**src/rtl/xor_logic_pkg.sv**
```systemverilog
// Shared types for the pipelined bitwise logic unit.
// Mode encoding matches the in_mode port field.
package xor_logic_pkg;

    localparam int MODE_W = 2;

    typedef enum logic [MODE_W-1:0] {
        MODE_XOR,
        MODE_AND,
        MODE_OR,
        MODE_ACC
    } mode_t;

endpackage

```
**src/rtl/xor_logic_unit_if.sv**
```systemverilog
// Operand/result valid-ready bundle for xor_logic_unit.
// out_parity is present only when PARITY_OUT_EN is defined.
interface xor_logic_unit_if
    import xor_logic_pkg::*;
#(
    parameter int W = 16
);

    logic         in_valid;
    logic         in_ready;
    logic [W-1:0] in_a;
    logic [W-1:0] in_b;
    mode_t        in_mode;
    logic         acc_clr;
    logic         out_valid;
    logic         out_ready;
    logic [W:0]   out_p;
`ifdef PARITY_OUT_EN
    logic         out_parity;

    modport slave (
        input  in_valid, in_a, in_b, in_mode, acc_clr, out_ready,
        output in_ready, out_valid, out_p, out_parity
    );

    modport master (
        output in_valid, in_a, in_b, in_mode, acc_clr, out_ready,
        input  in_ready, out_valid, out_p, out_parity
    );
`else
    modport slave (
        input  in_valid, in_a, in_b, in_mode, acc_clr, out_ready,
        output in_ready, out_valid, out_p
    );

    modport master (
        output in_valid, in_a, in_b, in_mode, acc_clr, out_ready,
        input  in_ready, out_valid, out_p
    );
`endif

endinterface

```
**src/rtl/logic_op_core.sv**
```systemverilog
// Combinational operator: XOR/AND/OR or running XOR checksum step.
// acc_clr zeroes the checksum base before the new operands fold in.
module logic_op_core
    import xor_logic_pkg::*;
#(
    parameter int W = 16
) (
    input  logic [W-1:0] a_i,
    input  logic [W-1:0] b_i,
    input  mode_t        mode_i,
    input  logic [W-1:0] acc_i,
    input  logic         acc_clr_i,
    output logic [W-1:0] r_o,
    output logic [W-1:0] acc_next_o
);

    logic [W-1:0] acc_base;

    assign acc_base   = acc_clr_i ? '0 : acc_i;
    assign acc_next_o = acc_base ^ a_i ^ b_i;

    always_comb begin
        r_o = '0;
        unique case (1'b1)
            (mode_i == MODE_XOR): r_o = a_i ^ b_i;
            (mode_i == MODE_AND): r_o = a_i & b_i;
            (mode_i == MODE_OR):  r_o = a_i | b_i;
            (mode_i == MODE_ACC): r_o = acc_next_o;
            default:              r_o = '0;
        endcase
    end

endmodule

```
**src/rtl/xor_logic_unit.sv**
```systemverilog
// Pipelined logic unit: output reg plus 1-entry skid, 1-cycle latency.
// Optional PARITY_OUT_EN adds a stored parity bit per result.
module xor_logic_unit
    import xor_logic_pkg::*;
#(
    parameter int W = 16
) (
    input logic              clk,
    input logic              rst_n,
    xor_logic_unit_if.slave  bus
);

    logic [W-1:0] acc_q, acc_d;
    logic [W-1:0] out_r_q, out_r_d;
    logic [W-1:0] skid_r_q, skid_r_d;
    logic         out_v_q, out_v_d;
    logic         skid_v_q, skid_v_d;
    logic [W-1:0] r_new;
    logic [W-1:0] acc_next;
    logic         accept;
    logic         load_out;

    logic_op_core #(.W(W)) u_core (
        .a_i        (bus.in_a),
        .b_i        (bus.in_b),
        .mode_i     (bus.in_mode),
        .acc_i      (acc_q),
        .acc_clr_i  (bus.acc_clr),
        .r_o        (r_new),
        .acc_next_o (acc_next)
    );

    // skid_v_q is a flop, so in_ready has no path from out_ready
    assign accept   = bus.in_valid & ~skid_v_q;
    assign load_out = ~out_v_q | bus.out_ready;

    assign bus.in_ready  = ~skid_v_q;
    assign bus.out_valid = out_v_q;
    assign bus.out_p     = {1'b0, out_r_q};

    always_comb begin
        acc_d    = acc_q;
        out_r_d  = out_r_q;
        out_v_d  = out_v_q;
        skid_r_d = skid_r_q;
        skid_v_d = skid_v_q;
        if (bus.acc_clr)
            acc_d = '0;
        if (accept && bus.in_mode == MODE_ACC)
            acc_d = acc_next;
        if (load_out) begin
            if (skid_v_q) begin
                out_r_d  = skid_r_q;
                out_v_d  = 1'b1;
                skid_v_d = 1'b0;
            end else if (accept) begin
                out_r_d = r_new;
                out_v_d = 1'b1;
            end else begin
                out_v_d = 1'b0;
            end
        end else if (accept) begin
            skid_r_d = r_new;
            skid_v_d = 1'b1;
        end
    end

    always_ff @(posedge clk or negedge rst_n) begin
        if (!rst_n) begin
            acc_q    <= '0;
            out_r_q  <= '0;
            out_v_q  <= 1'b0;
            skid_r_q <= '0;
            skid_v_q <= 1'b0;
        end else begin
            acc_q    <= acc_d;
            out_r_q  <= out_r_d;
            out_v_q  <= out_v_d;
            skid_r_q <= skid_r_d;
            skid_v_q <= skid_v_d;
        end
    end

`ifdef PARITY_OUT_EN
    logic out_par_q, out_par_d;
    logic skid_par_q, skid_par_d;

    assign bus.out_parity = out_par_q;

    // parity travels with its result through the same reg slots
    always_comb begin
        out_par_d  = out_par_q;
        skid_par_d = skid_par_q;
        if (load_out) begin
            if (skid_v_q)
                out_par_d = skid_par_q;
            else if (accept)
                out_par_d = ^r_new;
        end else if (accept) begin
            skid_par_d = ^r_new;
        end
    end

    always_ff @(posedge clk or negedge rst_n) begin
        if (!rst_n) begin
            out_par_q  <= 1'b0;
            skid_par_q <= 1'b0;
        end else begin
            out_par_q  <= out_par_d;
            skid_par_q <= skid_par_d;
        end
    end
`endif

endmodule

```
**src/flat_wrapper.sv**
```systemverilog
// flat-port wrapper written by rule: the top's interface ports become plain ports
module xor_logic_unit_flat import xor_logic_pkg::*;
#(
    parameter int W = 16
)
  (clk, rst_n, bus_in_valid, bus_in_a, bus_in_b, bus_in_mode, bus_acc_clr, bus_out_ready, bus_in_ready, bus_out_valid, bus_out_p);
  xor_logic_unit_if #(.W(W)) bus_i ();
  input logic clk;
  input logic rst_n;
  input wire logic [$bits(bus_i.in_valid)-1:0] bus_in_valid;
  input wire logic [$bits(bus_i.in_a)-1:0] bus_in_a;
  input wire logic [$bits(bus_i.in_b)-1:0] bus_in_b;
  input wire logic [$bits(bus_i.in_mode)-1:0] bus_in_mode;
  input wire logic [$bits(bus_i.acc_clr)-1:0] bus_acc_clr;
  input wire logic [$bits(bus_i.out_ready)-1:0] bus_out_ready;
  output wire logic [$bits(bus_i.in_ready)-1:0] bus_in_ready;
  output wire logic [$bits(bus_i.out_valid)-1:0] bus_out_valid;
  output wire logic [$bits(bus_i.out_p)-1:0] bus_out_p;
  assign bus_i.in_valid = bus_in_valid;
  assign bus_i.in_a = bus_in_a;
  assign bus_i.in_b = bus_in_b;
  assign bus_i.in_mode = bus_in_mode;
  assign bus_i.acc_clr = bus_acc_clr;
  assign bus_i.out_ready = bus_out_ready;
  assign bus_in_ready = bus_i.in_ready;
  assign bus_out_valid = bus_i.out_valid;
  assign bus_out_p = bus_i.out_p;
  xor_logic_unit #(.W(W)) u_core (.clk(clk), .rst_n(rst_n), .bus(bus_i));
endmodule
```
**config.mk**
```make
export PLATFORM = sky130hd
export DESIGN_NAME = xor_logic_unit_flat
export DESIGN_NICKNAME = d
export VERILOG_FILES = /design/src/rtl/xor_logic_pkg.sv /design/src/rtl/xor_logic_unit_if.sv /design/src/rtl/logic_op_core.sv /design/src/rtl/xor_logic_unit.sv /design/src/flat_wrapper.sv
export SDC_FILE = /design/constraint.sdc
export NUM_CORES = 1
export LEC_CHECK = 0
export CAP_MARGIN = 10
export CORE_ASPECT_RATIO = 1.25
export CORE_MARGIN = 1
export CORE_UTILIZATION = 40
export CTS_BUF_LIST = sky130_fd_sc_hd__clkbuf_8
export CTS_CLUSTER_DIAMETER = 30
export DETAILED_ROUTE_END_ITERATION = 10
export GPL_ROUTABILITY_DRIVEN = 0
export PLACE_DENSITY = 0.66
export SLEW_MARGIN = 15
export SYNTH_ARGS = -nofsm -noshare
export SYNTH_HDL_FRONTEND = slang
export SYNTH_SLANG_ARGS = --single-unit
```
**constraint.sdc**
```tcl
create_clock -name clk -period 3.65 [get_ports clk]
set_input_delay 0.73 -clock clk [delete_from_list [all_inputs] [get_ports clk]]
set_output_delay 0.73 -clock clk [all_outputs]
set_load 0.03 [all_outputs]
```
==> results.cfg <==
[power_and_ir_drop]
p_leak_nw = 1.797
worst_ir_drop_vdd_mv = 0.2178
p_per_area_mw_per_mm2 = 428.4

[setup_path]
crit_end = bus_in_ready
crit_arrival_ns = 2.02
worstReg2RegStart = u_core.skid_v_q
critPathKind = reg -> out
end_kind = output port
r2r_setup_slack_ns = 1.65
r2r-end = u_core.out_r_q[6]
startpoint = u_core.skid_v_q
cp.required_ns = 2.92
path_max_fanout = 20
cp-start-kind = flip-flop
rr_worst_depth = 3

[cts]
cts_resized = 0
holdBufCountCts = 0
clockBufferDepth = 2
post-cts-setup-buffers = 0
cts_tree = done
numCtsBuffers = 5
htree_levels = 2
clkTransAtPathRegs_ns = 0.09
clk_latency_ns = 0.31
cts_sinks = 50
root_buffer = clkbuf_8

[detailed_routing]
routedWlPerCell_um = 14.41
num_vias = 2561
drtIter0Drc = 127
final_antenna_net_count = 0
drt-total-wl_mm = 7.207
vias_per_cell = 5.122
dr.pass1.iters = 4
drc = 0

[sta]
tns_ns = 0
holdWs_ns = 0.4923
setup_viol = 0
tightest_slew_ns = 0.7781
rsz0062_at_grt = no
min_period_ns = 2.753
slew_headroom_pct = 48.12
final_hold_viol_count = 0
fin_crit_sh_pct = 75.42
fmax_mhz = 363.3
drv_slew = 0
clock-skew-final_ns = 0.004941

[die]
dieHeight_um = 103.9
start_util_pct = 41.89
core_mm2 = 0.007928
row_count = 36
die_w_um = 83.50
dieArea_mm2 = 0.008673
io_pins = 58

[synthesis]
synthesis.nets = 425
syn_avg_cell_area_um2 = 9.380
netlist_instances = 354
ys_types = 24
synth_area_mm2 = 0.003321
yosys_warnings = 0
ys_ff_latch = 50
ys_seq_area_share_pct = 37.68

[grt]
grt_use_total_pct = 18.05
antenna_found_initial = 0
grt_overflow = 0
grt_pass1_wl_mm = 12.57
grt_pass1_vias = 2626
grt_max_degree = 35

[final_layout]
nNetsFinal = 475
syn_to_final_growth_pct = 22.72
drive_above_1_share_pct = 7.160
final_cell_mix = 55 x clkdlybuf4s50_1, 50 x dfrtp_1, 33 x inv_1
diodes = 0
fin_util_pct = 51.40
layout_commonest_cell = clkdlybuf4s50_1

[hold_path]
hp-class = in -> async

[placed_design]
numPortBuffers = 56
post-dp-hpwl_mm = 5.134

[status]
run_status = finished, final reports clean

[flow_run]
cap_violations = 0
## metrics by stage
stage | total power [mW] | cells | area (um^2) | setup WS, ns
after floorplan | 1.052 | 354 | 3321 | 1.938
after global placement | 1.263 | 492 | 3933 | 0.8662
after detailed placement | 1.279 | 492 | 3933 | 0.8526
after CTS | 1.763 | 500 | 4075 | 0.8917
after global routing | 1.843 | 500 | 4075 | 0.7902
final | 1.746 | 500 | 4075 | 0.8973
## logic make-up after synthesis
group / Yosys count / share of synthesized area, %
AOI/OAI and AO/OA: 65 / 11.72
xor gates and xnor gates: 48 / 12.66
adders and majority gates: 32 / 12.06
buffers and inverters: 53 / 7.385
DFF: 50 / 37.68
muxes: 16 / 4.823
other: 1 / 0.1129
and+or+nand+nor: 89 / 13.56
## registers in the layout, indices dropped and copies added, names as in the netlist
register and cells:
u_core.acc_q 16, u_core.out_r_q 16, u_core.skid_r_q 16, u_core.bus.out_valid 1
u_core.skid_v_q 1
## metal layers
layer	track usage, %	vias to the layer above	part of all wire (%)	wire [um]
li1	-	1275	-	-
met1	21.59	1211	43	3102
met2	32.26	65	51	3695
met3	3.016	10	3.9	278
met4	6.780	0	1.8	130
met5	0	-	0	0
## worst max-delay path, stage by stage, from the launching register on
cell and delay, ns:
dfrtp_1 0.84, inv_1 0.23, clkdlybuf4s50_1 0.65
## area by class of cell
type | instances | area [um^2]
clock buffers | 6 | 82.58
multi-input cells | 251 | 1831
fillers | 763 | 3852
clock inverters | 2 | 60.06
inverters | 33 | 123.9
repair buffers | 63 | 608.1
well taps | 95 | 118.9
flip-flops and latches | 50 | 1251
## synthesized netlist by cell type
master	count	share of area [%]
dfrtp_1	50	38
inv_1	33	3.7
a21oi_1	32	4.8
ha_1	32	12
xnor2_1	32	8.4
nor2_1	24	2.7
nand2b_1	18	3.4
nand2_1	17	1.9
nand3_1	17	2.6
mux2i_1	16	4.8
o211ai_1	16	3.6
o22ai_1	16	3.0
xor2_1	16	4.2
buf_2	10	1.5
nor2_2	10	1.9
buf_4	3	0.68
buf_6	3	1.0
clkbuf_1	3	0.34
and2_1	1	0.19
buf_1	1	0.11
conb_1	1	0.11
nand3_4	1	0.53
nor3b_2	1	0.38
o21ai_2	1	0.26
## power by group
group / switching, mW / internal (mW) / leakage (nW)
sequential: 0.0620 / 0.655 / 0.617
combinational: 0.305 / 0.239 / 1.11
clock: 0.192 / 0.292 / 0.0714
## how the worst min path moves through the flow
stage | start | to | slack (ns) | cells past startpoint
3_3_place_gp | u_core.out_r_q[9] | u_core.out_r_q[9] | 0.49 | 2
3_5_place_dp | u_core.out_r_q[9] | u_core.out_r_q[9] | 0.50 | 2
5_1_grt | u_core.out_r_q[9] | u_core.out_r_q[9] | 0.54 | 2
4_1_cts | rst_n | u_core.skid_r_q[5] | 0.52 | 1
6_report | rst_n | u_core.acc_q[9] | 0.49 | 1
2_1_floorplan | rst_n | u_core.acc_q[0] | 0.43 | 0
No activity file was read; power rests on OpenSTA's default activity.
